==> src/rtl/request_encoder.sv <==
// request_encoder: collects one-bit service requests on four lines and issues
// them one at a time as a 2-bit address with an enable, under a valid/ack
// handshake. Arbitration is round-robin (RR=1) or fixed lowest-index-first
// priority (RR=0).
//
// Ports:
//   clk        rising-edge clock
//   reset_n    asynchronous active-low reset
//   req0..req3 request lines; a 1 on an edge is one request
//   ack        downstream accepts {addr1,addr0} when enable=1 at an edge
//   addr0      LSB of granted index (registered)
//   addr1      MSB of granted index (registered)
//   enable     address valid (registered)
//   pending    outstanding requests, bit i for req i (registered)
//   overrun    sticky lost-request flag, cleared only by reset (registered)
module request_encoder #(
    parameter int unsigned RR = 1
) (
    input  logic       clk,
    input  logic       reset_n,
    input  logic       req0,
    input  logic       req1,
    input  logic       req2,
    input  logic       req3,
    input  logic       ack,
    output logic       addr0,
    output logic       addr1,
    output logic       enable,
    output logic [3:0] pending,
    output logic       overrun
);

    localparam int unsigned N_REQ  = 4;
    localparam int unsigned ADDR_W = 2;

    typedef enum logic [0:0] {
        ST_IDLE  = 1'b0,
        ST_VALID = 1'b1
    } state_t;

    state_t              state_q,   state_d;
    logic [N_REQ-1:0]    pending_q, pending_d;
    logic [ADDR_W-1:0]   addr_q,    addr_d;
    logic [ADDR_W-1:0]   last_q,    last_d;
    logic                overrun_q, overrun_d;

    logic [N_REQ-1:0]    req_vec;
    logic [N_REQ-1:0]    clear_mask;
    logic [N_REQ-1:0]    cand;
    logic                accept;
    logic                load;
    logic [ADDR_W-1:0]   sel;

    // Round-robin pick: first set bit of c scanning last+1, last+2, ... mod 4.
    function automatic logic [ADDR_W-1:0] pick_rr(input logic [N_REQ-1:0]  c,
                                                  input logic [ADDR_W-1:0] last);
        logic [ADDR_W-1:0] idx;
        logic              found;
        pick_rr = last;
        found   = 1'b0;
        for (int k = 1; k <= 4; k++) begin
            idx = last + ADDR_W'(k);
            if (!found && c[idx]) begin
                pick_rr = idx;
                found   = 1'b1;
            end
        end
    endfunction

    // Fixed priority pick: lowest set index of c.
    function automatic logic [ADDR_W-1:0] pick_fixed(input logic [N_REQ-1:0] c);
        pick_fixed = '0;
        for (int k = 3; k >= 0; k--) begin
            if (c[k]) begin
                pick_fixed = ADDR_W'(k);
            end
        end
    endfunction

    assign req_vec = {req3, req2, req1, req0};

    // State registers.
    always_ff @(posedge clk or negedge reset_n) begin
        if (!reset_n) begin
            state_q   <= ST_IDLE;
            pending_q <= '0;
            addr_q    <= '0;
            last_q    <= ADDR_W'(3);
            overrun_q <= 1'b0;
        end else begin
            state_q   <= state_d;
            pending_q <= pending_d;
            addr_q    <= addr_d;
            last_q    <= last_d;
            overrun_q <= overrun_d;
        end
    end

    // Next-state: pending bookkeeping, overrun detection, output load and grant.
    always_comb begin
        state_d    = state_q;
        pending_d  = pending_q;
        addr_d     = addr_q;
        last_d     = last_q;
        overrun_d  = overrun_q;
        sel        = '0;

        accept     = (state_q == ST_VALID) && ack;
        clear_mask = accept ? (N_REQ'(1) << addr_q) : '0;

        // Bits still owed after this edge's accept; new requests are excluded.
        cand       = pending_q & ~clear_mask;

        // A new request always wins over a same-edge clear.
        pending_d  = req_vec | cand;

        // Lost request: arrives while its bit is still owed after this edge.
        if ((req_vec & cand) != '0) begin
            overrun_d = 1'b1;
        end

        if (RR != 0) begin
            sel = pick_rr(cand, last_q);
        end else begin
            sel = pick_fixed(cand);
        end

        // Output register only moves when empty or when the current grant is taken.
        load = (state_q == ST_IDLE) || accept;
        if (load) begin
            if (cand == '0) begin
                state_d = ST_IDLE;
            end else begin
                state_d = ST_VALID;
                addr_d  = sel;
            end
        end

        if (accept) begin
            last_d = addr_q;
        end
    end

    assign enable  = (state_q == ST_VALID);
    assign addr0   = addr_q[0];
    assign addr1   = addr_q[1];
    assign pending = pending_q;
    assign overrun = overrun_q;

endmodule

==> config.mk <==
export PLATFORM = sky130hd
export DESIGN_NAME = request_encoder
export DESIGN_NICKNAME = d
export VERILOG_FILES = /design/src/rtl/request_encoder.sv
export SDC_FILE = /design/constraint.sdc
export NUM_CORES = 1
export LEC_CHECK = 0
export ABC_AREA = 1
export BUFFER_PORTS_ARGS = -buffer_cell sky130_fd_sc_hd__buf_2
export CAP_MARGIN = 20
export CORE_UTILIZATION = 50
export CTS_BUF_LIST = sky130_fd_sc_hd__clkbuf_4 sky130_fd_sc_hd__clkbuf_8
export CTS_CLUSTER_DIAMETER = 150
export DETAILED_ROUTE_END_ITERATION = 8
export GPL_TIMING_DRIVEN = 1
export PLACE_DENSITY = 0.88
export SLEW_MARGIN = 15
export SYNTH_ARGS = -nofsm -noshare
export SYNTH_HDL_FRONTEND = slang
export SYNTH_SLANG_ARGS = --single-unit
==> constraint.sdc <==
create_clock -name clk -period 1.49 [get_ports clk]
set_input_delay 0.447 -clock clk [delete_from_list [all_inputs] [get_ports clk]]
set_output_delay 0.447 -clock clk [all_outputs]
set_load 0.1 [all_outputs]
==> key figures, run 1 <==
CTS
  • Sink Count: 10
  • Number of buffers inserted during clock tree synthesis: 3
  • Clock Pin Slew Worst Setup and Hold Paths: roughly 0.07 ns
  • CTS tree: done
  • Root buffer selected by CTS: clkbuf_4
  • # H-tree levels: 1
  • Number of hold-repair buffers added at the cts stage: 0
  • Clock latency on the worst-skew pair: 0.26 ns
  • Worst-case clock buffer depth: 2

Die
  • Starting density of the core: 54.50%
  • Die width: 40.13 um
  • Num rows: 13
  • Full die area: 1610 um2
  • Die H: roughly 40 um
  • Core box area: between 1000 and 1500 um2
  • Total I/O pin count: 15

Pwr
  • Maximum ir drop on the vdd rail: ~1.4 mV
  • Static Leakage: 0.5456 nW
  • Power per standard cell area: 2425 nW/um2
  • Total power: between 2 and 3 mW

Detailed routing
  • Number of DRC markers in iteration 0: 36
  • Post-detailed-route via-to-cell ratio: ~5.7
  • Final ANT Viol Nets: 0
  • Total routed wirelength: 2007 um
  • Post-route DRC violation count: 0
  • Pre-antenna DRT Iters: 4
  • Total vias in the final route: 775
  • Average wire length per cell after detail routing: roughly 15 um

Worst setup path
  • Crit-path max FO: 6
  • Flop2flop setup slack: -0.05 ns
  • Chain of cells forming the critical path: inv_2, nor2_2, nand2_2, nand3_2, nand2_1, nand2_1, nand2_2, inv_2, nor2_2, nand2_1, nand3_2, nand2_2
  • Required time at the endpoint of the critical path: 1.64 ns
  • Crit path launch type: flip-flop
  • Number of buffers and inverters on the critical path: 2
  • Critical register-to-register path startpoint: addr_q[0]$_DFFE_PN0P_
  • Kind of cell adding the most delay to the critical path: simple AND/OR/NAND/NOR gates
  • Number of cell instances on the worst register-to-register path: 12
  • Cell depth of the worst setup path: 12
  • Crit Path Category: reg2reg
  • Data arrival time of the worst path: approximately 1.7 ns
  • FF-to-FF End: addr_q[1]$_DFFE_PN0P_
  • Type of element capturing the critical path: flip-flop
  • Biggest cell delay along the critical path: 0.53 ns
  • Slowest-stage cell, CP: dfrtp_4

Outcome
  • Result of the run: complete, but fails checks
  • Failing checks: setup timing

Global route
  • Total global routing track utilization: 29.21%
  • Number of global-route vias before repair: 707
  • Congestion Overflow GR: 0
  • Wire length of the first global-routing pass: 2946 um
  • Maximum number of pins on one net before global-route repair: 11
  • Initial antenna violation count: 0

Timing
  • Final-layout setup total negative slack: -0.07662 ns
  • Measured slew at the worst slew-check pin: 0.2467 ns
  • Maximum frequency from static timing analysis: ~0.65 GHz
  • Maximum clock skew at final layout: 0.0004004 ns
  • Total of endpoints with negative setup slack in the final report: 2
  • Final number of hold-violating endpoints: 0
  • Final Critical Period: 1.537 ns
  • Setup repair after global routing missed its margin: true
  • Fin. max-slew vios: 0
  • Headroom to the max-slew limit: between 80% and 90%
  • Hold Worst Slack: around 0.035 ns
  • Final worst slack: -0.04665 ns
  • Post-route clock period utilization: 103.1%

Place
  • Routability Congestion: between 0.8 and 0.9
  • Half-perimeter wire length of the detailed placement result: 1437 um
  • Number of port buffers: 14
  • Minimum setup slack after placement: -0.08509 ns

Finish
  • Ant diodes: 0
  • Layout cells sized above 1: 57.38%
  • Most frequent standard cell in the layout excluding fill and tap cells: nand2_1
  • Commonest cells after routing, fill and taps aside: nand2_1, nand2_2, inv_1
  • Storage element area: 269.0 um2
  • Final core occ: 79.27%
  • Net count, final: 130
  • Multi-input logic area: roughly 440 um2
  • Filler Cells Inserted: 82
  • Synth-to-Final Area Change: 45.44%

Synth
  • Cells after Synth: 99
  • Average cell area after synthesis: 7.343 um2
  • Syn. warnings: 0
  • Synthesized flop and latch total: 10
  • Register area share after synthesis: a little over a third
  • Number of distinct standard cells referenced by the synthesized netlist: 20
  • Syn nets: around 110
  • Netlist area before placement: 726.9 um2

Flow run
  • Max capacitance violation total: 0

Worst hold path
  • Tightest Hold Check Type: in2async
[through the flow]
stage               area (um2)  cells
detailed placement       988.4    132
CTS                       1052    137
global placement         988.4    132
floorplan                753.2     99
finish                    1057    137
global route              1057    137
[power by group]
part	internal, mW	switching, mW
Clock	0.148	0.0928
Combinational	0.628	1.14
Sequential	0.388	0.166
[cells in the mapped netlist]
master   number  area [um2]
xor2_2        1       16.27
nand2_1      28       105.1
dfrtp_1       8       200.2
o21ai_2       1       8.760
nand3_1       9       45.04
or3_1         1       6.260
dfstp_2       2       52.55
nand2_2       8       50.05
nor2_2        3       18.77
buf_6         1       11.26
nor2_1        3       11.26
nand3_2       6       60.06
a21oi_1       1       5.000
inv_4         1       6.260
nand4_1       3       18.77
o22ai_1       2       12.51
nand2_4       2       22.52
inv_1        13       48.80
inv_2         2       7.510
o21ai_0       4       20.02
[sequential cells by signal (all words and copies together) (netlist names)]
| signal | flops |
|---|---|
| overrun | 1 |
| enable | 1 |
| addr_q | 2 |
| pending | 4 |
| last_q | 2 |
[cell families (layout without fill, tap and decap cells)]
group                  after synthesis  in the layout  share of synthesized area, %
AND/OR/NAND/NOR                     63             63                         46.47
buffers and inverters               17             40                         10.16
flip-flops                          10             10                         34.77
AO/OA/AOI/OAI                        8              8                         6.368
XOR/XNOR                             1              1                         2.238
[routing by layer]
layer  wire length (um)  vias up  global-route usage, %
met1                796      361                  33.45
met2               1055       45                  51.21
met5                  0        -                      0
met3                121        6                  5.556
li1                   -      363                      -
met4                 34        0                  14.66
[worst max-delay path by stage]
stage / startpoint / end / slack, ns
after floorplan: enable$_DFFE_PN0N_ / addr_q[1]$_DFFE_PN0P_ / -0.07
after global placement: ack / addr_q[1]$_DFFE_PN0P_ / -0.03
after detailed placement: ack / addr_q[1]$_DFFE_PN0P_ / -0.09
after CTS: last_q[0]$_DFFE_PN1P_ / addr_q[1]$_DFFE_PN0P_ / -0.03
after global routing: addr_q[1]$_DFFE_PN0P_ / addr_q[1]$_DFFE_PN0P_ / -0.14
final: addr_q[0]$_DFFE_PN0P_ / addr_q[1]$_DFFE_PN0P_ / -0.05
[cell type report]
class                           instances  share of cell area (%)
Multi-Input combinational cell         72                   41.18
Sequential cell                        10                   25.44
Timing Repair Buffer                   20                   22.25
Inverter                               16                   5.917
Clock buffer                            4                   3.432
Tap cell                               15                   1.775
[what timing repair did]
item | in CTS | in global routing
resized for setup | 7 | 3
pin swaps | 11 | 1
endpoints found under the setup margin | 3 | 4
setup buffers | 1 | 0
Power figures use the tool's default switching activity.
==> run 2: changes to the inputs <==
- CORE_UTILIZATION: 50 -> 45
- PLACE_DENSITY: 0.88 -> 0.81
==> run 2 against run 1 <==
  * The run still ends with setup timing left
  * Highest routed layer unchanged
  * Global-route usage fell by 5.3 points
  * Critical endpoint unchanged
  * Largest cell class unchanged
  * Core utilization fell by 7.3 points
  * Clock skew rose by 0.00098 ns
  * Worst hold slack got worse by 0.013 ns
  * Register-to-register slack got worse by 0.02 ns
==> key figures, run 2 (synthesis gave the netlist of run 1 again) <==
Outcome
  • Result of the run: complete, but fails checks
  • Failing checks: setup timing

Worst setup path
  • Chain of cells forming the critical path: nor2_2, nand2_2, nand3_2, nand3_1, nand2_4, nand2_4, nor2_2, nor2_2, nand3_2, nand2_1
  • Cell repeated most along the worst path: nor2_2
  • Critical register-to-register path startpoint: addr_q[0]$_DFFE_PN0P_
  • Kind of cell adding the most delay to the critical path: simple AND/OR/NAND/NOR gates
  • Slowest-stage cell, CP: dfrtp_4
  • Crit path launch type: flip-flop
  • Number of cell instances on the worst register-to-register path: 10 (-2)
  • Crit Path Category: reg2reg
  • FF-to-FF End: addr_q[1]$_DFFE_PN0P_
  • Data arrival time of the worst path: 1.72 ns (+0.03 ns)
  • Number of buffers and inverters on the critical path: 0 (-2)
  • Type of element capturing the critical path: flip-flop
  • Required time at the endpoint of the critical path: 1.65 ns (about the same)
  • Biggest cell delay along the critical path: 0.55 ns (+0.02 ns)
  • Crit-path max FO: 6 (unchanged)
  • Flop2flop setup slack: -0.06 ns (-0.02 ns)

Detailed routing
  • Number of DRC markers in iteration 0: 23 (-36%)
  • Pre-antenna DRT Iters: 4 (unchanged)
  • Final ANT Viol Nets: 0 (unchanged)
  • Post-detailed-route via-to-cell ratio: 5.609 (-0.85%)
  • Post-route DRC violation count: 0 (unchanged)
  • Total routed wirelength: 2110 um (+5.1%)
  • Total vias in the final route: 774 (-0.13%)
  • Average wire length per cell after detail routing: 15.29 um (+4.4%)

Global route
  • Met2 Use GR: 42.77% (-8.4 points)
  • Congestion Overflow GR: 0 (unchanged)
  • Number of global-route vias before repair: 716 (+1.3%)
  • Grt peak-use layer: met2
  • Met1 capacity usage during global routing: 26.46% (-7.0 points)
  • Initial antenna violation count: 0 (unchanged)
  • Wire length of the first global-routing pass: 3070 um (+4.2%)
  • Maximum number of pins on one net before global-route repair: 11 (unchanged)
  • Total global routing track utilization: 23.96% (-5.3 points)
  • Met3 global-route usage: 4.310% (-1.2 points)

Place
  • Number of placed instances, taps included: 133 (+0.76%)
  • Half-perimeter wire length of the detailed placement result: 1404 um (-2.3%)
  • Routability Congestion: 0.8579 (about the same)
  • Number of port buffers: 14 (unchanged)

Timing
  • Headroom to the max-slew limit: 80.37% (-3.2 points)
  • Maximum frequency from static timing analysis: 0.6435 GHz (-1.1%)
  • Final number of hold-violating endpoints: 0 (unchanged)
  • Hold Worst Slack: 0.02163 ns (-0.01324 ns)
  • Setup repair after global routing missed its margin: true
  • Final worst slack: -0.06393 ns (-0.01728 ns)
  • Post-route clock period utilization: 104.3% (+1.2 points)
  • Final Critical Period: 1.554 ns (+0.01728 ns)
  • Fin. max-slew vios: 0 (unchanged)
  • Maximum clock skew at final layout: 0.001381 ns (+0.0009805 ns)
  • Measured slew at the worst slew-check pin: 0.2943 ns (+0.04763 ns)
  • Total of endpoints with negative setup slack in the final report: 2 (unchanged)

Die
  • Starting density of the core: 48.26% (-6.2 points)
  • Die width: 42.19 um (+5.1%)
  • Num rows: 14 (+1)
  • Die H: 42.19 um (+5.1%)
  • Full die area: 1780 um2 (+11%)
  • Core box area: 1506 um2 (+13%)
  • Total I/O pin count: 15 (unchanged)

Worst hold path
  • Tightest Hold Check Type: in2async

CTS
  • Root buffer selected by CTS: clkbuf_4
  • Clock latency on the worst-skew pair: 0.28 ns (+0.02 ns)
  • Number of buffers inserted during clock tree synthesis: 3 (unchanged)
  • Sink Count: 10 (unchanged)
  • CTS tree: done
  • Clock Pin Slew Worst Setup and Hold Paths: 0.06 ns (about the same)
  • Worst-case clock buffer depth: 2 (unchanged)
  • # H-tree levels: 1 (unchanged)

Pwr
  • Power per standard cell area: 2435 nW/um2 (+0.39%)
  • Static Leakage: 0.5691 nW (+4.3%)
  • Maximum ir drop on the vdd rail: 1.387 mV (+0.75%)
  • Total power: 2.638 mW (+2.9%)

Finish
  • Ant diodes: 0 (unchanged)
  • Net count, final: 130 (unchanged)
  • Flip-flop count of the largest register, all copies and words added: 4 (unchanged)
  • Most frequent standard cell in the layout excluding fill and tap cells: nand2_1
  • Commonest cells after routing, fill and taps aside: nand2_1, inv_1, nand3_2
  • Synth-to-Final Area Change: 49.05%
  • Post-Layout Cell Count: 138 (+0.73%)
  • Layout cells sized above 1: 57.38% (unchanged)

Flow run
  • Max capacitance violation total: 0 (unchanged)
-- run 2: cell type report --
cell class                      instances  area, um2
Clock buffer                            4      30.03
Fill cell                             105      422.9
Inverter                               16      65.06
Multi-Input combinational cell         72      460.4
Sequential cell                        10      269.0
Tap cell                               16      20.02
Timing Repair Buffer                   20      239.0
-- run 2: worst max-delay path by stage --
stage	from	to	slack [ns]	cells after the start
2_1_floorplan	enable$_DFFE_PN0N_	addr_q[1]$_DFFE_PN0P_	-0.07	11
3_3_place_gp	ack	addr_q[1]$_DFFE_PN0P_	-0.06	12
5_1_grt	addr_q[0]$_DFFE_PN0P_	addr_q[1]$_DFFE_PN0P_	-0.14	10
4_1_cts	addr_q[1]$_DFFE_PN0P_	addr_q[1]$_DFFE_PN0P_	-0.02	10
3_5_place_dp	ack	addr_q[1]$_DFFE_PN0P_	-0.11	12
6_report	addr_q[0]$_DFFE_PN0P_	addr_q[1]$_DFFE_PN0P_	-0.06	10
-- run 2: per-stage QoR --
step	worst slack [ns]	instance area (um2)	setup TNS, ns	utilization (%)
after global routing	-0.1421	1084	-0.2419	71.93
after floorplan	-0.06658	753.2	-0.1240	-
after detailed placement	-0.1137	989.7	-0.1585	65.70
after global placement	-0.05793	989.7	-0.05793	65.70
final	-0.06393	1084	-0.1204	71.93
after CTS	-0.02431	1047	-0.04062	69.52
-- run 2: where the power goes --
group	internal (mW)	switching, mW
clock	0.122	0.102
sequential	0.389	0.190
combinational	0.660	1.18
total	1.17	1.47
-- run 2: timing repair --
action | 4_1_cts | 5_1_grt
resized for setup | 7 | 8
buffers inserted | 0 | 1
pin swaps | 3 | 11
setup endpoints to repair | 2 | 3
hold buffers | 0 | 0
-- run 2: routing by layer --
metal | up-vias | wire, um
li1 | 362 | -
met1 | 366 | 830
met2 | 37 | 1086
met3 | 9 | 125
met4 | 0 | 67
met5 | - | 0
